## src/rtl/prod_acc_pkg.sv

```systemverilog
// prod_acc_pkg: shared types and default sizing for the product accumulator.
//   PROD_W_DEF : default product width (4x3 multiplier output)
//   N_DEF      : default products per group
//   ACC_W_DEF  : default accumulator / result width
//   CNT_W      : width of the in-group product counter (supports N up to 255)
package prod_acc_pkg;

   localparam int PROD_W_DEF = 7;
   localparam int N_DEF      = 8;
   localparam int ACC_W_DEF  = 12;
   localparam int CNT_W      = 8;

   typedef enum logic {
      ACCUM = 1'b0,
      HOLD  = 1'b1
   } state_e;

endpackage

```

## src/rtl/prod_accumulator_if.sv

```systemverilog
// prod_accumulator_if: product input stream and group-sum output stream.
//   prod_in / in_valid / in_ready      : product stream from the multiplier
//   sum_out / out_valid / out_ready    : held group sum to downstream
//   ovf                                : sticky overflow flag
//   cnt_out                            : products accepted in current group
// Modports: master drives products and out_ready; slave is the accumulator.
interface prod_accumulator_if
   import prod_acc_pkg::*;
#(
   parameter int PROD_W = PROD_W_DEF,
   parameter int ACC_W  = ACC_W_DEF
) ();

   logic [PROD_W-1:0] prod_in;
   logic              in_valid;
   logic              in_ready;
   logic [ACC_W-1:0]  sum_out;
   logic              out_valid;
   logic              out_ready;
   logic              ovf;
   logic [CNT_W-1:0]  cnt_out;

   modport master (
      output prod_in, in_valid, out_ready,
      input  in_ready, sum_out, out_valid, ovf, cnt_out
   );

   modport slave (
      input  prod_in, in_valid, out_ready,
      output in_ready, sum_out, out_valid, ovf, cnt_out
   );

endinterface

```

## src/rtl/acc_add_sat.sv

```systemverilog
// acc_add_sat: combinational ACC_W+1 bit adder of accumulator plus
// zero-extended product.
//   acc_i   : current accumulator value
//   prod_i  : incoming product
//   sum_o   : next accumulator value (wrapped, or clamped when saturating)
//   carry_o : carry out of bit ACC_W-1
// Build option: PROD_ACC_SAT_EN clamps sum_o to all-ones on carry instead of
// wrapping modulo 2^ACC_W.
module acc_add_sat #(
   parameter int PROD_W = 7,
   parameter int ACC_W  = 12
) (
   input  logic [ACC_W-1:0]  acc_i,
   input  logic [PROD_W-1:0] prod_i,
   output logic [ACC_W-1:0]  sum_o,
   output logic              carry_o
);

   logic [ACC_W:0] full_sum;

   always_comb begin
      full_sum = {1'b0, acc_i} + {{(ACC_W + 1 - PROD_W){1'b0}}, prod_i};
      carry_o  = full_sum[ACC_W];
`ifdef PROD_ACC_SAT_EN
      // Once clamped, any further non-zero product carries again and re-clamps,
      // so the value stays pinned at max for the rest of the group.
      sum_o    = carry_o ? {ACC_W{1'b1}} : full_sum[ACC_W-1:0];
`else
      sum_o    = full_sum[ACC_W-1:0];
`endif
   end

endmodule

```

## src/rtl/prod_accumulator.sv

```systemverilog
// prod_accumulator: accumulates groups of N products from the 4x3 multiplier
// and presents each group sum on a held valid/ready output.
//   clk  : clock, rising edge
//   rst  : asynchronous reset, active-high
//   clr  : synchronous clear of partial group, ovf and output
//   bus  : prod_accumulator_if.slave (product stream in, sum stream out)
// Build option: PROD_ACC_SAT_EN selects saturating instead of wrapping sums.
//
// state | meaning
// ------+---------------------------------------------------------------
// ACCUM | accepting products, in_ready=1, out_valid=0
// HOLD  | group sum presented on sum_out, waiting for out_ready
module prod_accumulator
   import prod_acc_pkg::*;
#(
   parameter int PROD_W = PROD_W_DEF,
   parameter int N      = N_DEF,
   parameter int ACC_W  = ACC_W_DEF
) (
   input  logic                clk,
   input  logic                rst,
   input  logic                clr,
   prod_accumulator_if.slave   bus
);

   localparam logic [CNT_W-1:0] CNT_LAST = CNT_W'(N - 1);

   state_e             state_q, state_d;
   logic [ACC_W-1:0]   acc_q, acc_d;
   logic [ACC_W-1:0]   sum_q, sum_d;
   logic [CNT_W-1:0]   cnt_q, cnt_d;
   logic               ovf_q, ovf_d;

   logic               in_ready;
   logic               accept;
   logic [ACC_W-1:0]   add_sum;
   logic               add_carry;

   acc_add_sat #(
      .PROD_W (PROD_W),
      .ACC_W  (ACC_W)
   ) u_add (
      .acc_i   (acc_q),
      .prod_i  (bus.prod_in),
      .sum_o   (add_sum),
      .carry_o (add_carry)
   );

   // clr drops a coincident product, so ready is withdrawn that cycle.
   assign in_ready = (state_q == ACCUM) && !clr && !rst;
   assign accept   = bus.in_valid && in_ready;

   assign bus.in_ready  = in_ready;
   assign bus.out_valid = (state_q == HOLD);
   assign bus.sum_out   = sum_q;
   assign bus.ovf       = ovf_q;
   assign bus.cnt_out   = cnt_q;

   always_comb begin
      state_d = state_q;
      acc_d   = acc_q;
      sum_d   = sum_q;
      cnt_d   = cnt_q;
      ovf_d   = ovf_q;

      if (clr) begin
         state_d = ACCUM;
         acc_d   = '0;
         cnt_d   = '0;
         ovf_d   = 1'b0;
      end else begin
         unique case (state_q)
            ACCUM: begin
               if (accept) begin
                  ovf_d = ovf_q | add_carry;
                  if (cnt_q == CNT_LAST) begin
                     sum_d   = add_sum;
                     acc_d   = '0;
                     cnt_d   = '0;
                     state_d = HOLD;
                  end else begin
                     acc_d = add_sum;
                     cnt_d = cnt_q + 1'b1;
                  end
               end
            end
            HOLD: begin
               if (bus.out_ready) begin
                  state_d = ACCUM;
               end
            end
            default: state_d = ACCUM;
         endcase
      end
   end

   always_ff @(posedge clk or posedge rst) begin
      if (rst) begin
         state_q <= ACCUM;
         acc_q   <= '0;
         sum_q   <= '0;
         cnt_q   <= '0;
         ovf_q   <= 1'b0;
      end else begin
         state_q <= state_d;
         acc_q   <= acc_d;
         sum_q   <= sum_d;
         cnt_q   <= cnt_d;
         ovf_q   <= ovf_d;
      end
   end

endmodule
```

## src/flat_wrapper.sv

```systemverilog
// flat-port wrapper written by rule: the top's interface ports become plain ports
module prod_accumulator_flat import prod_acc_pkg::*;
#(
   parameter int PROD_W = PROD_W_DEF,
   parameter int N      = N_DEF,
   parameter int ACC_W  = ACC_W_DEF
)
  (clk, rst, clr, bus_prod_in, bus_in_valid, bus_out_ready, bus_in_ready, bus_sum_out, bus_out_valid, bus_ovf, bus_cnt_out);
  prod_accumulator_if #(.PROD_W(PROD_W), .ACC_W(ACC_W)) bus_i ();
  input  logic clk;
  input  logic rst;
  input  logic clr;
  input wire logic [$bits(bus_i.prod_in)-1:0] bus_prod_in;
  input wire logic [$bits(bus_i.in_valid)-1:0] bus_in_valid;
  input wire logic [$bits(bus_i.out_ready)-1:0] bus_out_ready;
  output wire logic [$bits(bus_i.in_ready)-1:0] bus_in_ready;
  output wire logic [$bits(bus_i.sum_out)-1:0] bus_sum_out;
  output wire logic [$bits(bus_i.out_valid)-1:0] bus_out_valid;
  output wire logic [$bits(bus_i.ovf)-1:0] bus_ovf;
  output wire logic [$bits(bus_i.cnt_out)-1:0] bus_cnt_out;
  assign bus_i.prod_in = bus_prod_in;
  assign bus_i.in_valid = bus_in_valid;
  assign bus_i.out_ready = bus_out_ready;
  assign bus_in_ready = bus_i.in_ready;
  assign bus_sum_out = bus_i.sum_out;
  assign bus_out_valid = bus_i.out_valid;
  assign bus_ovf = bus_i.ovf;
  assign bus_cnt_out = bus_i.cnt_out;
  prod_accumulator #(.PROD_W(PROD_W), .N(N), .ACC_W(ACC_W)) u_core (.clk(clk), .rst(rst), .clr(clr), .bus(bus_i));
endmodule
```

## config.mk

```make
export PLATFORM = sky130hd
export DESIGN_NAME = prod_accumulator_flat
export DESIGN_NICKNAME = d
export VERILOG_FILES = /design/src/rtl/prod_acc_pkg.sv /design/src/rtl/prod_accumulator_if.sv /design/src/rtl/acc_add_sat.sv /design/src/rtl/prod_accumulator.sv /design/src/flat_wrapper.sv
export SDC_FILE = /design/constraint.sdc
export NUM_CORES = 1
export LEC_CHECK = 0
export ABC_AREA = 1
export CAP_MARGIN = 0
export CELL_PAD_IN_SITES_DETAIL_PLACEMENT = 1
export CELL_PAD_IN_SITES_GLOBAL_PLACEMENT = 2
export CORE_MARGIN = 5
export CORE_UTILIZATION = 31
export CTS_BUF_LIST = sky130_fd_sc_hd__clkbuf_4
export DETAILED_ROUTE_END_ITERATION = 10
export PLACE_DENSITY = 0.85
export REMOVE_ABC_BUFFERS = 1
export SYNTH_ARGS = -nofsm -noshare
export SYNTH_HDL_FRONTEND = slang
export SYNTH_SLANG_ARGS = --single-unit
```

## constraint.sdc

```tcl
create_clock -name clk -period 2.47 [get_ports clk]
set_clock_uncertainty 0.2 [all_clocks]
set_input_delay 0.3705 -clock clk [delete_from_list [all_inputs] [get_ports clk]]
set_output_delay 0.3705 -clock clk [all_outputs]
set_load 0.005 [all_outputs]
```

# Word-level counts from Yosys, hierarchy flattened
# Cells that the tools add are included.
# op_classes
addsub	2
multipliers	0
div	0
magnitude_cmp	0
eq_ne	2
shifts	0
mux	16
bitwise	3
n_reduce_logical	8
# op_table
cell	count
$mux W12	4
$mux W8	4
$add A12 B7 Y13	1
$add A8 B1 Y8 const B	1
$eq A8 B3 Y1 const B	1
$mux W1	7
$reduce_and A4 Y1	1
$logic_and A1 B1 Y1	3
$logic_not A1 Y1	2
$ne A2 B2 Y1 const B	1
$not A1 Y1	2
$pmux W1 S2	1
$reduce_and A2 Y1	1
$reduce_bool A2 Y1	1
$or A1 B1 Y1	1
# totals
reg_bits	34
latchBits	0
ram_bits	0
mem_bits_ro	0
inputBits	12
out_inout_bits	23
elab_cells	36
memories	0

# Depth between registers and ports, before layout
# logic_depth
word_depth	7
depth_mapped	11
mapped_depth_nobuf	11

# Modules after synthesis
# Synthesis repeated with hierarchy kept, for this count alone.
# unflattened
hier_cells	298
area_unflattened_um2	2157.1
# modules_own_cells
mod	instances	cells_each	area_per_inst_um2	seq_area_each_um2
prod_accumulator	1	193	1587.8	850.8
acc_add_sat	1	105	569.3	0.0

# Least setup slack after synthesis
# Ideal clock, no wire load.
# synth_timing
kind	input -> register
from	input port rst
to	register u_core.cnt_q[0] (netlist: u_core.bus.cnt_out[0])
setup_time_ps	129
t_arrival_ps	1850
required_time_ps	2141
setup_slack_ps	291
stages	7
path_buffers	1
path_cell_list	inv_1 > nand4_4 > nand2_2 > clkinv_2 > buf_6 > nand2_1 > o21ai_0
# synth_via
elab_chain_cells	5
# synth_lines
element	line_no	text
from (decl)	flat_wrapper.sv:11	input logic rst;
$logic_not A1 Y1	prod_accumulator.sv:50	assign in_ready = (state_q == ACCUM) && !clr && !rst;
$logic_and A1 B1 Y1	prod_accumulator.sv:50	
$logic_and A1 B1 Y1	prod_accumulator.sv:51	assign accept = bus.in_valid && in_ready;
$reduce_bool A2 Y1 (no line)	n/a	
$reduce_and A2 Y1 (no line)	n/a	
to (signal assigned)	prod_accumulator.sv:108	cnt_q <= cnt_d;
to (decl)	prod_accumulator.sv:31	logic [CNT_W-1:0] cnt_q, cnt_d;
# Every way passes these cells.
# A chain may end at the register's enable or synchronous reset.

# Final worst setup path
# layout_timing
from	input port clr
to	output port bus_in_ready
# layout_via
elab_chain_cells	3
# layout_lines
element	line_no	text
from (decl)	flat_wrapper.sv:12	input logic clr;
$logic_not A1 Y1	prod_accumulator.sv:50	
$logic_and A1 B1 Y1 (2 in series)	prod_accumulator.sv:50	
to (decl)	flat_wrapper.sv:16	output wire logic [$bits(bus_i.in_ready)-1:0] bus_in_ready;
# Every way passes these cells.

==> summary.md <==
| Metric | Value |
|---|---|
| Commonest non-fill, non-tap cells in the layout | `nand2_1, clkdlybuf4s50_1, dfrtp_1` |
| Synth Register Bits | `34` |
| Grt ovf | `0` |
| # clock sinks | `34` |
| Top post-synthesis cells by area | `dfrtp_1, nand2_1, nand3_1` |
| Most common cell after layout, fill and taps aside | `nand2_1` |
| Initial drt markers | `59` |
| Worst endpoint data arrival time | `1.60 ns` |
| Crit path capture type | `primary output` |
| Layout cell share with drive strength beyond 1 | `approximately 8.0%` |
| Yosys warning total | `0` |
| Max-slew violation count | `0` |
| Vias in the first global route | `2076` |
| Count of different cell masters after synthesis | `29` |
| Register area | `850.8 µm²` |
| GP Congestion | `0.7657` |
| Worst Setup Start Kind | `input pin` |
| Average instance area after synthesis | `between 7 and 8 µm²` |
| Multi-input gate area | `~1000 µm²` |
| PostCTS Resize Cnt | `0` |
| Synth Flop Type | `dfrtp_1` |
| Cts hold-fix bufs | `0` |
| Post-synth ARST share | `100.0%` |
| Final hold vios | `0` |
| Crit Path Class | `in2out` |
| Unrepaired setup endpoints after global routing | `no` |
| Clock slew at reported path FFs | `0.11 ns` |
| Post-synth EDFFs | `0` |
| R2R cell count | `11` |
| Max Cap Viol | `0` |
| Root buf cell | `clkbuf_4` |
| Max-Slew Margin vs Limit | `68.57%` |
| Area leader, netlist | `dfrtp_1` |
| Max Clock Freq | `460.2 MHz` |
| Postcts setup bufs | `0` |
| Wirelength, routed | `5995 µm` |
| Die Width | `a little over 90 µm` |
| Worst vdd ir | `206.2 µV` |
| Post-synthesis sequential area ratio | `between 40% and 50%` |
| GRT Util Overall | `15.46%` |
| Vias/cell | `4.793` |
| Initial core utilization | `32.14%` |
| Router iterations before antenna repair | `4` |
| Vias | `a little under 2000` |
| Setup violators final | `0` |
| Crit Reg-Reg Endpoint | `u_core.acc_q[10]` |
| Launch point of the worst reg-to-reg path | `u_core.acc_q[0]` |
| Core area | `6422 µm²` |
| Pin count of the biggest net entering global routing | `35` |
| DPL Wire Length | `4525 µm` |
| CTS Buf Count | `5` |
| Leakage | `about 1.3 nW` |
| Slew @ Worst Pin | `0.4715 ns` |
| FILL cells | `826` |
| P&R area growth vs syn | `24.73%` |
| Worst Setup SP | `clr` |
| FP Rows | `29` |
| # IOs | `35` |
| Post-route ant nets | `0` |
| Post-synth top area share | `41.21%` |
| Clk_lat worst skew | `~0.34 ns` |
| Tmin final | `between 2 and 2.5 ns` |
| Critical Path Fanout Max | `3` |
| Pre-CTS setup slack | `-0.007283 ns` |
| Nets | `345` |
| Synth Cell Area | `2064 µm²` |
| Status | `completed` |
| Initial antenna violation count | `1` |
| Type of the worst min-delay path | `reg2reg` |
| Routed len/inst | `approximately 15 µm` |
| Setup WS post-layout | `0.2969 ns` |
| CTS tree | `done` |
| Cell area power density | `approximately 400 nW/µm²` |
| IO Port Bufs | `34` |
| DRC viols | `0` |
| Die Span Y | `91.61 µm` |
| Crit path required time | `1.90 ns` |
| Fin crit share | `87.98%` |
| Area after DPL | `2531 µm²` |
| CP Capture Point | `bus_in_ready` |
| Die Footprint | `between 8000 and 9000 µm²` |
| Post-Syn Instances | `278` |
| Htree depth | `2` |
| FF-to-FF setup slack | `0.46 ns` |
| First-pass GRT wire length | `10320 µm` |
| Clk buf depth | `2` |
| Design area | `2575 µm²` |
[how the worst min path moves through the flow]
stage	startpoint	end	slack, ns	depth (start not counted)
2_1_floorplan	u_core.acc_q[6]	u_core.acc_q[6]	0.25	2
4_1_cts	u_core.bus.sum_out[0]	u_core.bus.sum_out[0]	0.30	2
5_1_grt	u_core.bus.sum_out[10]	u_core.bus.sum_out[10]	0.32	2
3_3_place_gp	u_core.bus.sum_out[5]	u_core.bus.sum_out[5]	0.26	2
6_report	u_core.bus.sum_out[0]	u_core.bus.sum_out[0]	0.29	2
3_5_place_dp	u_core.bus.sum_out[10]	u_core.bus.sum_out[10]	0.26	2
[layer usage]
layer  routed length, µm  global-route usage (%)  vias up  share of wire [%]
met5                   0                       0        -                  0
met2                2828                   25.38       26                 47
met4                 104                   5.402        0                1.7
met1                2932                   20.25      912                 49
met3                 129                   2.975        9                2.2
li1                    -                       -      975                  -
[Yosys cell counts (2+ instances only)]
library cell	number
a21oi_1	9
buf_6	2
dfrtp_1	34
ha_1	8
inv_1	33
inv_2	2
nand2_1	102
nand3_1	31
nand3b_1	3
nand4_1	5
nor2_1	14
nor2_4	2
nor3_1	2
o21ai_0	14
xnor2_1	3
[flip-flops by register name, summed over array words and instances, names as in the netlist]
name                  count
u_core.bus.sum_out       12
u_core.bus.ovf            1
u_core.bus.cnt_out        8
u_core.bus.out_valid      1
u_core.acc_q             12
[logic make-up after synthesis]
logic type | synth area share, %
simple gates | 36.24
buf+inv | 8.364
flops | 41.21
compound gates | 7.091
fa+ha+maj | 5.818
xor+xnor | 1.273
[critical path, stage by stage]
cell and delay [ns]:
clkdlybuf4s50_1 0.49, nor3_1 0.21, clkdlybuf4s50_1 0.53
[stage by stage]
step                std cells  setup TNS [ns]  utilization (%)  hold slack, ns  power, mW
floorplan                 275               0                -          0.2531     0.6780
global placement          394               0            39.41          0.2604     0.7453
detailed placement        394       -0.007283            39.41          0.2649     0.7484
CTS                       400               0            40.05          0.2962      1.039
global route              401               0            40.09          0.3213      1.081
finish                    401               0            40.09          0.2918      1.024
[where the power goes]
part / leakage, nW / internal (mW) / total (mW) / switching (mW)
Sequential: 0.473 / 0.564 / 0.570 / 0.00621
Combinational: 0.829 / 0.0636 / 0.164 / 0.101
Clock: 0.0246 / 0.0974 / 0.289 / 0.192
Total: 1.33 / 0.725 / 1.02 / 0.299
[layout make-up]
cell class | count | area share (%)
Tap cell | 77 | 3.741
Antenna cell | 1 | 0.09718
Multi-Input combinational cell | 204 | 40.43
Sequential cell | 34 | 33.04
Timing Repair Buffer | 42 | 15.55
Clock buffer | 5 | 1.458
Clock inverter | 1 | 0.1458
Inverter | 37 | 5.539
Note: power is estimated with default switching activity, not from simulation.
